## config.mk

```make
export PLATFORM = sky130hd
export DESIGN_NAME = instr_serializer
export DESIGN_NICKNAME = d
export VERILOG_FILES = /design/src/rtl/tpu_pkg.sv /design/src/rtl/instr_serializer.sv
export SDC_FILE = /design/constraint.sdc
export NUM_CORES = 1
export LEC_CHECK = 0
export ABC_AREA = 1
export BUFFER_PORTS_ARGS = -buffer_cell sky130_fd_sc_hd__clkbuf_2
export CAP_MARGIN = 10
export CORE_UTILIZATION = 45
export CTS_CLUSTER_DIAMETER = 60
export DETAILED_ROUTE_END_ITERATION = 12
export GPL_ROUTABILITY_DRIVEN = 0
export PLACE_DENSITY_LB_ADDON = 0.12
export REMOVE_ABC_BUFFERS = 1
export SYNTH_ARGS = -nofsm -noshare
export SYNTH_HDL_FRONTEND = slang
export SYNTH_SLANG_ARGS = --single-unit
```

## constraint.sdc

```tcl
create_clock -name clk -period 9.5 [get_ports clk]
set_clock_uncertainty 0.1 [all_clocks]
set_input_delay 1.9 -clock clk [delete_from_list [all_inputs] [get_ports clk]]
set_output_delay 1.9 -clock clk [all_outputs]
set_load 0.03 [all_outputs]
```

## src/rtl/tpu_pkg.sv

```systemverilog
// Shared TPU instruction types: the 80-bit instruction layout, its pack/unpack
// helpers and the serializer state encoding.
package tpu_pkg;

    localparam int INSTR_WIDTH = 80;

    typedef struct packed {
        logic [23:0] buff_addr;
        logic [15:0] acc_addr;
        logic [31:0] length;
        logic [7:0]  opcode;
    } instr_type;

    typedef enum logic [1:0] {
        IDLE = 2'd0,
        SEND = 2'd1,
        CHK  = 2'd2
    } ser_state_type;

    function automatic instr_type bit_to_instr(input logic [INSTR_WIDTH-1:0] b);
        instr_type r;
        r.buff_addr = b[79:56];
        r.acc_addr  = b[55:40];
        r.length    = b[39:8];
        r.opcode    = b[7:0];
        return r;
    endfunction

    function automatic logic [INSTR_WIDTH-1:0] instr_to_bit(input instr_type i);
        return {i.buff_addr, i.acc_addr, i.length, i.opcode};
    endfunction

endpackage

```

## src/rtl/instr_serializer.sv

```systemverilog
// Packs an instruction into 80 bits and streams it LSB-first as BUS_WIDTH beats.
// Optional trailing XOR checksum beat when INSTR_SER_CHECKSUM_EN is defined.
module instr_serializer
    import tpu_pkg::*;
#(
    parameter int BUS_WIDTH = 32
) (
    input  logic                 clk,
    input  logic                 rst,
    input  instr_type            in_instr,
    input  logic                 in_valid,
    output logic                 in_ready,
    output logic [BUS_WIDTH-1:0] out_data,
    output logic                 out_valid,
    input  logic                 out_ready,
    output logic                 out_last,
    output logic                 busy,
    output logic [15:0]          instr_count
);

    localparam int NUM_BEATS = (INSTR_WIDTH + BUS_WIDTH - 1) / BUS_WIDTH;
    localparam int SHIFT_W   = NUM_BEATS * BUS_WIDTH;
    localparam int BEAT_W    = $clog2(NUM_BEATS);
    localparam logic [BEAT_W-1:0] LAST_BEAT = BEAT_W'(NUM_BEATS - 1);

    generate
        if (BUS_WIDTH != 8 && BUS_WIDTH != 16 && BUS_WIDTH != 32) begin : g_bad_width
            $error("instr_serializer: BUS_WIDTH must be 8, 16 or 32");
        end
    endgenerate

    ser_state_type        r_state;
    ser_state_type        w_next;
    logic [BEAT_W-1:0]    r_beat;
    logic [SHIFT_W-1:0]   r_shift;
    logic [15:0]          r_count;
    logic                 w_last_data;
    logic                 w_final_beat;
    logic                 w_done;
    logic                 w_accept;
`ifdef INSTR_SER_CHECKSUM_EN
    logic [BUS_WIDTH-1:0] r_csum;
`endif

    assign w_last_data = (r_state == SEND) && (r_beat == LAST_BEAT);
`ifdef INSTR_SER_CHECKSUM_EN
    assign w_final_beat = (r_state == CHK);
`else
    assign w_final_beat = w_last_data;
`endif
    assign w_done   = w_final_beat && out_ready;
    assign w_accept = in_valid && in_ready;

    always_ff @(posedge clk or posedge rst) begin
        if (rst) begin
            r_state <= IDLE;
        end else begin
            r_state <= w_next;
        end
    end

    always_comb begin
        w_next = r_state;
        case (r_state)
            IDLE: begin
                if (in_valid) begin
                    w_next = SEND;
                end
            end
            SEND: begin
                if (out_ready && r_beat == LAST_BEAT) begin
`ifdef INSTR_SER_CHECKSUM_EN
                    w_next = CHK;
`else
                    w_next = in_valid ? SEND : IDLE;
`endif
                end
            end
`ifdef INSTR_SER_CHECKSUM_EN
            CHK: begin
                if (out_ready) begin
                    w_next = in_valid ? SEND : IDLE;
                end
            end
`endif
            default: w_next = IDLE;
        endcase
    end

    always_comb begin
        in_ready  = (r_state == IDLE) || w_done;
        out_valid = (r_state != IDLE);
        busy      = (r_state != IDLE);
        out_last  = w_final_beat;
        out_data  = '0;
        case (r_state)
            SEND:    out_data = r_shift[BUS_WIDTH-1:0];
`ifdef INSTR_SER_CHECKSUM_EN
            CHK:     out_data = r_csum;
`endif
            default: out_data = '0;
        endcase
    end

    // The shift register always presents the current beat in its low bits.
    always_ff @(posedge clk or posedge rst) begin
        if (rst) begin
            r_beat  <= '0;
            r_shift <= '0;
`ifdef INSTR_SER_CHECKSUM_EN
            r_csum  <= '0;
`endif
        end else if (w_accept) begin
            r_beat  <= '0;
            r_shift <= SHIFT_W'(instr_to_bit(in_instr));
`ifdef INSTR_SER_CHECKSUM_EN
            r_csum  <= '0;
`endif
        end else if (r_state == SEND && out_ready) begin
            r_shift <= r_shift >> BUS_WIDTH;
            if (!w_last_data) begin
                r_beat <= r_beat + 1'b1;
            end
`ifdef INSTR_SER_CHECKSUM_EN
            r_csum  <= r_csum ^ r_shift[BUS_WIDTH-1:0];
`endif
        end
    end

    always_ff @(posedge clk or posedge rst) begin
        if (rst) begin
            r_count <= '0;
        end else if (w_done) begin
            r_count <= r_count + 16'd1;
        end
    end

    assign instr_count = r_count;

endmodule

```

==> out/metrics.csv <==
metric;value;unit
outcome;finished, final reports clean;
path_class;in2out;
worstPathArrival;2550;ps
power.switching;592;uW
routedWlPerCell;11.8;um
timing.rr.start;r_state[0];
p_per_area;249;nW/um^2
synthTopCellsByCount;nand2_1 (253), inv_1 (103), dfrtp_1 (99);
fin_crit;4550;ps
synth.area.top_cells;dfrtp_1 (51%), nand2_1 (19%), inv_1 (7.9%);
swShare;41.2;%
cts_tree;yes;
worstPathMaxFanout;7;
port_buffers;135;
p_leak;0.00341;uW
drc;0;
grt_overflow_total;0;
tightest_slew;1050;ps
reg2reg_depth;7;
path_cells;clkbuf_2, nand3_2, nand2_2, clkbuf_2;
grt_max_degree;99;
ir_drop;0.000123;V
fp.dieW;106;um
synth_top_family_by_area;simple AND/OR/NAND/NOR gates;
netlist_area;4890;sq um
core_area;10400;sq um
maxClockFrequency;220;MHz
netlist_instances;667;
final_antenna_net_count;0;
whs_endpoint;r_shift[36];
holdWs;392;ps
async_reset_ff_share;100;%
min_from;r_shift[36];
wirelength;10900;um
num_rows;37;
synth_compound_area_share;8.69;%
clockRootBuffer;clkbuf_8;
antenna_found_initial;0;
clock_path_buffers;2;
critical-path-top-delay-family;buffers and inverters;
ctsHtreeMaxLevel;3;
avgSynthCellArea;7.34;sq um
ioPinCount;136;
die_h;106;um
fin_crit_sh;47.9;%
ys_ff_latch;99;
nFillCells;1053;
seq_area;2480;sq um
synth_xor_area_share;1.25;%
hpwl;7070;um
final.setup.worst_slack;4950;ps
hold_viol;0;
via_count;4321;
synth_fa_ha_area_share;0.511;%
synth_edf_count;0;
whs_path_depth;2;
max_slew_margin;30.2;%
cts_hold_buffers;0;
setup_viol;0;
grt_pass1_wl;18800;um
pwr-share-comb;39.0;%
dp_cells;909;
cts_made_buffers;9;
clock_sinks;99;
antennaDiodeCount;0;
clk_latency;360;ps
ys_types;19;
max_cap_viol_count;0;
slew_viol_final;0;
yosysWarnings;0;
drtPass1Iterations;4;
power_frac_clock;18.9;%
clk_pin_slew_worst_paths;90;ps
p_int;846;uW
synthMuxAreaShare;0;%
crit_slowest_cell;clkbuf_2;
drive_above_1_share;19.8;%
drt-initial-drc-count;212;
reg2reg_slack;6200;ps
die-area;11300;sq um
seqPwrFrac;42.0;%
cp.required;7500;ps
start_util;47.0;%
critPathCaptureType;output pin;
cp-start-kind;input pin;
hold_class;reg2reg;
yosysMostFrequentCell;nand2_1;
yosysTopAreaCell;dfrtp_1;
slowest_delay;220;ps
layout-area-overhead-vs-synth;17.9;%
multiInputGateArea;1840;sq um
grt_pass1_vias;4299;
via_per_inst;4.67;
synth-seq-area-share;50.6;%
power.total;1440;uW
cts_resized;0;
grt_setup_unrepaired;false;
rr_endpoint;r_shift[50];
synth_flop_cell;dfrtp_1;
yosys.area_share.simple;26.9;%
grt_usage;21.0;%
crit_top_cell;clkbuf_2;
setup-tns-final;0;ps
pre_cts_slack;4940;ps
postCtsSetupBuffers;0;
synthDominantCellAreaShare;50.6;%
critPathBufInv;2;
nets;870;
final_cells;925;
==> power by group through the flow <==
stage | Sequential (uW) | Combinational (uW) | Clock, uW
final | 604 | 561 | 272
after global routing | 620 | 635 | 298
after CTS | 605 | 570 | 282
after detailed placement | 612 | 568 | 0
after global placement | 607 | 557 | 0
after floorplan | 624 | 388 | 0
==> per-stage QoR <==
stage          util, %  cell area [sq um]
2_1_floorplan        -               4690
3_5_place_dp      53.6               5580
5_1_grt           55.4               5770
4_1_cts           55.4               5770
6_report          55.4               5770
3_3_place_gp      53.6               5580
==> state kept, by name, summed over array words and instances (netlist names) <==
name	count
instr_count	16
r_state	1
r_shift	80
r_beat	2
==> cell families after synthesis <==
| family | after synthesis |
|---|---|
| AND/OR/NAND/NOR | 338 |
| buffers and inverters | 136 |
| flip-flops | 99 |
| AO/OA/AOI/OAI | 85 |
| XOR/XNOR | 7 |
| adder cells (fa/ha/maj) | 2 |
==> routing by layer <==
metal	global-route usage [%]	vias to the layer above	part of all wire, %
met5	0	-	0
li1	-	2217	-
met3	3.86	14	4.5
met2	34.8	93	47
met1	26.9	1997	47
met4	8.93	0	1.9
==> placed cells by master (no fill, tap or decap), types with 2 or more instances in the layout <==
cell type / synthesis / layout
nand4_1: 6 / 6
ha_1: 2 / 2
inv_1: 103 / 102
dfrtp_1: 99 / 99
xor2_1: 4 / 4
xnor2_1: 3 / 3
clkbuf_2: 0 / 135
clkbuf_8: 0 / 10
o21ai_1: 49 / 48
clkbuf_1: 5 / 4
o21ai_0: 36 / 36
nor2_1: 67 / 67
nand2_1: 253 / 253
nand3b_1: 2 / 2
nand3_1: 7 / 7
buf_4: 15 / 4
==> how the worst max path moves through the flow <==
stage,depth (start not counted),slack [ps],from,endpoint
after floorplan,5,3220,in_valid,r_shift[0]
after global placement,4,4970,out_ready,in_ready
after detailed placement,4,4940,out_ready,in_ready
after CTS,4,4940,out_ready,in_ready
after global routing,4,4900,out_ready,in_ready
final,4,4950,out_ready,in_ready
==> tightest hold or removal path: cells and delay by family, from the launching register on <==
family | cells | cell delay, ps
AO/OA/AOI/OAI | 1 | 60
flip-flops | 1 | 350
AND/OR/NAND/NOR | 1 | 50
==> final cells by class <==
cell class	count	area share, %
clock buffers	14	2.65
clock inverters	2	0.607
inverters	103	6.74
multi-input cells	432	31.9
flip-flops and latches	99	42.9
well taps	136	2.95
repair buffers	139	12.2
No activity file was read; power rests on OpenSTA's default activity.
